===== config.mk =====
export PLATFORM = sky130hd
export DESIGN_NAME = proc_ctrl_fsm
export DESIGN_NICKNAME = d
export VERILOG_FILES = /design/src/rtl/proc_pkg.sv /design/src/rtl/proc_opdec.sv /design/src/rtl/proc_ctrl_fsm.sv
export SDC_FILE = /design/constraint.sdc
export NUM_CORES = 1
export LEC_CHECK = 0
export BUFFER_PORTS_ARGS = -buffer_cell sky130_fd_sc_hd__buf_2
export CAP_MARGIN = 10
export CELL_PAD_IN_SITES_DETAIL_PLACEMENT = 2
export CELL_PAD_IN_SITES_GLOBAL_PLACEMENT = 2
export CORE_MARGIN = 2
export CORE_UTILIZATION = 20
export CTS_CLUSTER_DIAMETER = 40
export DETAILED_ROUTE_END_ITERATION = 12
export HOLD_SLACK_MARGIN = 0.06
export PLACE_DENSITY_LB_ADDON = 0.1
export SLEW_MARGIN = 10
export SYNTH_ARGS = -nofsm -noshare
export SYNTH_HDL_FRONTEND = slang
export SYNTH_SLANG_ARGS = --single-unit

===== constraint.sdc =====
create_clock -name clk -period 1.8 [get_ports clk]
set_input_delay 0.18 -clock clk [delete_from_list [all_inputs] [get_ports clk]]
set_output_delay 0.18 -clock clk [all_outputs]
set_load 0.1 [all_outputs]

===== src/rtl/proc_pkg.sv =====
// proc_pkg: shared definitions for the multicycle RV32I control slice.
//   - opcode constants for the supported instruction classes
//   - controller state encoding (also exported on state_o for debug)
//   - alu_op codes
//   - op_class_t: one-hot instruction class produced by proc_opdec
package proc_pkg;

  localparam logic [6:0] OP_R   = 7'b0110011;
  localparam logic [6:0] OP_I   = 7'b0010011;
  localparam logic [6:0] OP_LW  = 7'b0000011;
  localparam logic [6:0] OP_SW  = 7'b0100011;
  localparam logic [6:0] OP_BEQ = 7'b1100011;

  typedef enum logic [2:0] {
    ST_BOOT = 3'd0,
    ST_IF   = 3'd1,
    ST_ID   = 3'd2,
    ST_EX   = 3'd3,
    ST_MEM  = 3'd4,
    ST_WB   = 3'd5,
    ST_TRAP = 3'd6
  } state_t;

  localparam logic [1:0] ALU_ADD   = 2'b00;
  localparam logic [1:0] ALU_SUB   = 2'b01;
  localparam logic [1:0] ALU_FUNCT = 2'b10;

  typedef struct packed {
    logic r;
    logic i;
    logic lw;
    logic sw;
    logic beq;
    logic illegal;
  } op_class_t;

endpackage


===== src/rtl/proc_opdec.sv =====
// proc_opdec: combinational opcode -> instruction class one-hot.
// Shared with the datapath immediate generator.
//   opcode   in  7  instruction[6:0]
//   op_class out    one-hot {r, i, lw, sw, beq, illegal}
module proc_opdec
  import proc_pkg::*;
(
  input  logic [6:0] opcode,
  output op_class_t  op_class
);

  always_comb begin
    op_class = '0;
    unique case (opcode)
      OP_R:    op_class.r       = 1'b1;
      OP_I:    op_class.i       = 1'b1;
      OP_LW:   op_class.lw      = 1'b1;
      OP_SW:   op_class.sw      = 1'b1;
      OP_BEQ:  op_class.beq     = 1'b1;
      default: op_class.illegal = 1'b1;
    endcase
  end

endmodule


===== src/rtl/proc_ctrl_fsm.sv =====
// proc_ctrl_fsm: multicycle control unit sequencing the shared datapath
// through BOOT/IF/ID/EX/MEM/WB (TRAP with CTRL_TRAP_EN).
// Build option: `define CTRL_TRAP_EN enables the TRAP state, the ready wait
// counter bounded by MEM_TIMEOUT, and the sticky trap output.
// Ports:
//   clk, rst (async, active-low)
//   opcode, zero, imem_ready, dmem_ready          controller inputs
//   imem_req, ir_write, alu_src, alu_op, mem_read,
//   mem_write, reg_write, mem_to_reg, pc_load,
//   pc_src                                         datapath controls
//   state_o                                        current state (debug)
//   trap                                           sticky fault flag
module proc_ctrl_fsm
  import proc_pkg::*;
#(
  parameter int unsigned MEM_TIMEOUT = 15
) (
  input  logic       clk,
  input  logic       rst,
  input  logic [6:0] opcode,
  input  logic       zero,
  input  logic       imem_ready,
  input  logic       dmem_ready,
  output logic       imem_req,
  output logic       ir_write,
  output logic       alu_src,
  output logic [1:0] alu_op,
  output logic       mem_read,
  output logic       mem_write,
  output logic       reg_write,
  output logic       mem_to_reg,
  output logic       pc_load,
  output logic       pc_src,
  output logic [2:0] state_o,
  output logic       trap
);

  state_t    state_q, state_d;
  op_class_t cls;
  logic      alu_src_dec;
  logic [1:0] alu_op_dec;

  proc_opdec u_opdec (
    .opcode   (opcode),
    .op_class (cls)
  );

  always_ff @(posedge clk or negedge rst) begin
    if (!rst) state_q <= ST_BOOT;
    else      state_q <= state_d;
  end

`ifdef CTRL_TRAP_EN
  localparam logic [7:0] TIMEOUT = 8'(MEM_TIMEOUT);
  logic [7:0] wait_cnt_q, wait_cnt_d;

  always_ff @(posedge clk or negedge rst) begin
    if (!rst) wait_cnt_q <= '0;
    else      wait_cnt_q <= wait_cnt_d;
  end

  // Any state change clears the count, so it is zero on every IF/MEM entry;
  // staying in IF/MEM only happens while ready is low.
  always_comb begin
    wait_cnt_d = wait_cnt_q;
    if (state_d != state_q)                       wait_cnt_d = '0;
    else if (state_q == ST_IF || state_q == ST_MEM) wait_cnt_d = wait_cnt_q + 8'd1;
  end
`else
  logic unused_timeout;
  assign unused_timeout = |8'(MEM_TIMEOUT);
`endif

  // ALU controls are decoded once and held from EX through MEM/WB.
  always_comb begin
    alu_src_dec = cls.i | cls.lw | cls.sw;
    if (cls.lw || cls.sw) alu_op_dec = ALU_ADD;
    else if (cls.beq)     alu_op_dec = ALU_SUB;
    else                  alu_op_dec = ALU_FUNCT;
  end

  always_comb begin
    state_d    = state_q;
    imem_req   = 1'b0;
    ir_write   = 1'b0;
    alu_src    = 1'b0;
    alu_op     = ALU_ADD;
    mem_read   = 1'b0;
    mem_write  = 1'b0;
    reg_write  = 1'b0;
    mem_to_reg = 1'b0;
    pc_load    = 1'b0;
    pc_src     = 1'b0;
    trap       = 1'b0;

    unique case (state_q)
      ST_BOOT: state_d = ST_IF;
      ST_IF: begin
        imem_req = 1'b1;
        ir_write = imem_ready;
        if (imem_ready) state_d = ST_ID;
`ifdef CTRL_TRAP_EN
        else if (wait_cnt_q == TIMEOUT) state_d = ST_TRAP;
`endif
      end
      ST_ID: begin
        if (!cls.illegal) begin
          state_d = ST_EX;
        end else begin
`ifdef CTRL_TRAP_EN
          state_d = ST_TRAP;
`else
          pc_load = 1'b1;
          state_d = ST_IF;
`endif
        end
      end
      ST_EX: begin
        alu_src = alu_src_dec;
        alu_op  = alu_op_dec;
        if (cls.beq) begin
          pc_load = 1'b1;
          pc_src  = zero;
          state_d = ST_IF;
        end else if (cls.lw || cls.sw) begin
          state_d = ST_MEM;
        end else begin
          state_d = ST_WB;
        end
      end
      ST_MEM: begin
        alu_src   = alu_src_dec;
        alu_op    = alu_op_dec;
        mem_read  = cls.lw;
        mem_write = cls.sw;
        if (dmem_ready) begin
          if (cls.sw) begin
            pc_load = 1'b1;
            state_d = ST_IF;
          end else begin
            state_d = ST_WB;
          end
        end
`ifdef CTRL_TRAP_EN
        else if (wait_cnt_q == TIMEOUT) state_d = ST_TRAP;
`endif
      end
      ST_WB: begin
        alu_src    = alu_src_dec;
        alu_op     = alu_op_dec;
        reg_write  = 1'b1;
        mem_to_reg = cls.lw;
        pc_load    = 1'b1;
        state_d    = ST_IF;
      end
      ST_TRAP: begin
`ifdef CTRL_TRAP_EN
        trap = 1'b1;
`endif
      end
      default: state_d = ST_BOOT;
    endcase
  end

  assign state_o = state_q;

endmodule


==> flow_summary.ini <==
[status]
outcome = completed

[sta]
setup-violations-final = 0
tns_ns = 0
max_clock_freq_mhz = 587.0
finalMaxSlewViolations = 0
hold_viol = 0
rsz0062_at_grt = no
clock_skew_ns = 0.0001989
fin_crit_sh = 0.9464
layout_min_cycle_time_ns = 1.703

[floorplan]
start_util = 0.2138
design.die.area_sq_um = 2205
pin_count = 27
fp.dieH_um = 46.96
rows = 15
dieWidth_um = 46.96
core_sq_um = 1727

[setup_path]
cp_max_fo = 11
endpoint_kind = primary output
start_kind = flop
cp.arrival_ns = 1.52
worstPathRequired_ns = 1.62
path_class = flop to primary output

[global_routing]
grt_max_degree = 12
first_global_vias = 516
antenna_found_initial = 0
grtUsageTotal = 0.1654
globalRoute.totalOverflow = 0
grt_first_pass_wirelength_um = 2518

[cells_and_area]
antenna_cells = 0
syn_to_final_growth_pct = 130.5
final_nets = 93
largest_reg_flops = 3
fill_cells = 193
drive_gt1_frac = 0.7125
final_area_sq_um = 850.8
utilization = 0.4928

[power]
powerDensity_nw_per_um2 = 1959
power.leakage_nw = 0.3460
ir_worst_vdd_mv = 1.020

[clock_tree]
clk_pin_slew_ns = 0.04
clock_latency_ns = 0.24
clock_path_buffers = 2
numCtsBuffers = 3
clock-sinks = 3
htreeDepth = 1
cts_tree = built
cts_root_buffer = clkbuf_4

[detailed_routing]
drt_iter0_markers = 3
first_pass_iters = 4
avgViaCountPerCell = 4.629
wirelength_um = 1534
ant_nets = 0
via_count = 486
drc_errors = 0
drt-wirelength-per-cell_um = 14.61

[place]
place_hpwl_um = 1278
portBuffers = 25
place_congestion = 0.7199
place_area_sq_um = 808.3

[synthesis]
async_flop_share = 1.000
yosys-top-cells-area = dfrtp_1 (20%), nor2b_1 (8.5%), a21oi_1 (5.4%)
ys.flop_type = dfrtp_1
ys.warnings.count = 0
synth_top_area_share = 0.2034
synth.net_count = 61
ys_top_cells_by_count = inv_1 (5), nand2_1 (5), nor2b_1 (5), a21oi_1 (4), nor2_1 (4)
yosys_register_bits = 3
avgSynthCellArea_sq_um = 7.533
syn_inst = 49
syn_area_sq_um = 369.1
netlist.top_cell.by_area = dfrtp_1
ys_seq_area_frac = 0.2034
synth_edf_count = 0
ys_types = 24

[min_path]
hold_path_class = input port to flop

[run]
cap_violations = 0
[what timing repair did]
action,in CTS,in global routing
buffers inserted,0,0
resized for setup,1,1
hold buffers,1,0
endpoints found under the setup margin,3,2
hold endpoints to repair,3,0
[kinds of logic after synthesis]
group                  share of synthesized area
other                                    0.01016
buffers and inverters                     0.1051
AOI/OAI and AO/OA                         0.2102
and+or+nand+nor                           0.4407
DFF                                       0.2034
muxes                                    0.03051
[through the flow]
stage               power [mW]  hold slack (ns)  std cells  setup slack, ns
floorplan                1.210          -0.1156         49          -0.4045
global placement         1.517         -0.02276        100           0.1308
detailed placement       1.532         -0.02332        100           0.1100
CTS                      1.678           0.2107        105          0.03438
global route             1.734           0.2304        105          0.01220
finish                   1.667           0.2056        105          0.09655
[final timing paths]
path                       startpoint    endpoint  slack [ns]  depth (start not counted)
max reg2reg                state_o[0]  state_o[2]        0.51                          4
min in group asynchronous         rst  state_o[2]        0.28                          2
max                        state_o[1]     alu_src         0.1                          4
min                        imem_ready  state_o[1]        0.21                          3
max in group asynchronous         rst  state_o[1]        1.41                          2
min reg2reg                state_o[2]  state_o[2]        0.67                          3
[final cells by class]
cell class	count	area [sq um]	area share
clock buffer	4	26.28	0.03088
sequential	3	86.33	0.1015
multi-input combinational	38	365.4	0.4294
tap	25	31.28	0.03676
timing repair buffer	30	315.3	0.3706
inverter	5	26.28	0.03088
[per-layer routing]
layer  track usage  wire length (um)  up-vias
met2        0.3151               881       21
met5             0                 0        -
met3       0.05000                81        0
met4       0.03333                 0        0
li1              -                 -      227
met1        0.1785               572      238
[layout by cell type (no fill, tap or decap), types with 3 or more instances in the layout]
cell      synthesis  final
inv_1             5      3
buf_2             1     15
clkbuf_4          0      3
buf_12            0     10
dfrtp_4           0      3
nand2b_1          3      3
nand2_1           5      4
buf_4             2      4
[worst max-delay path: stages, from the launching register on]
cell and delay [ns]:
dfrtp_4 0.55, nor2b_2 0.19, a21oi_2 0.11, a211oi_4 0.22
buf_12 0.21
[power by group]
part	leakage (nW)	internal, mW	switching (mW)
Clock	0.0150	0.0835	0.0412
Combinational	0.298	0.398	0.973
Sequential	0.0329	0.115	0.0564
No activity file was read; power rests on OpenSTA's default activity.
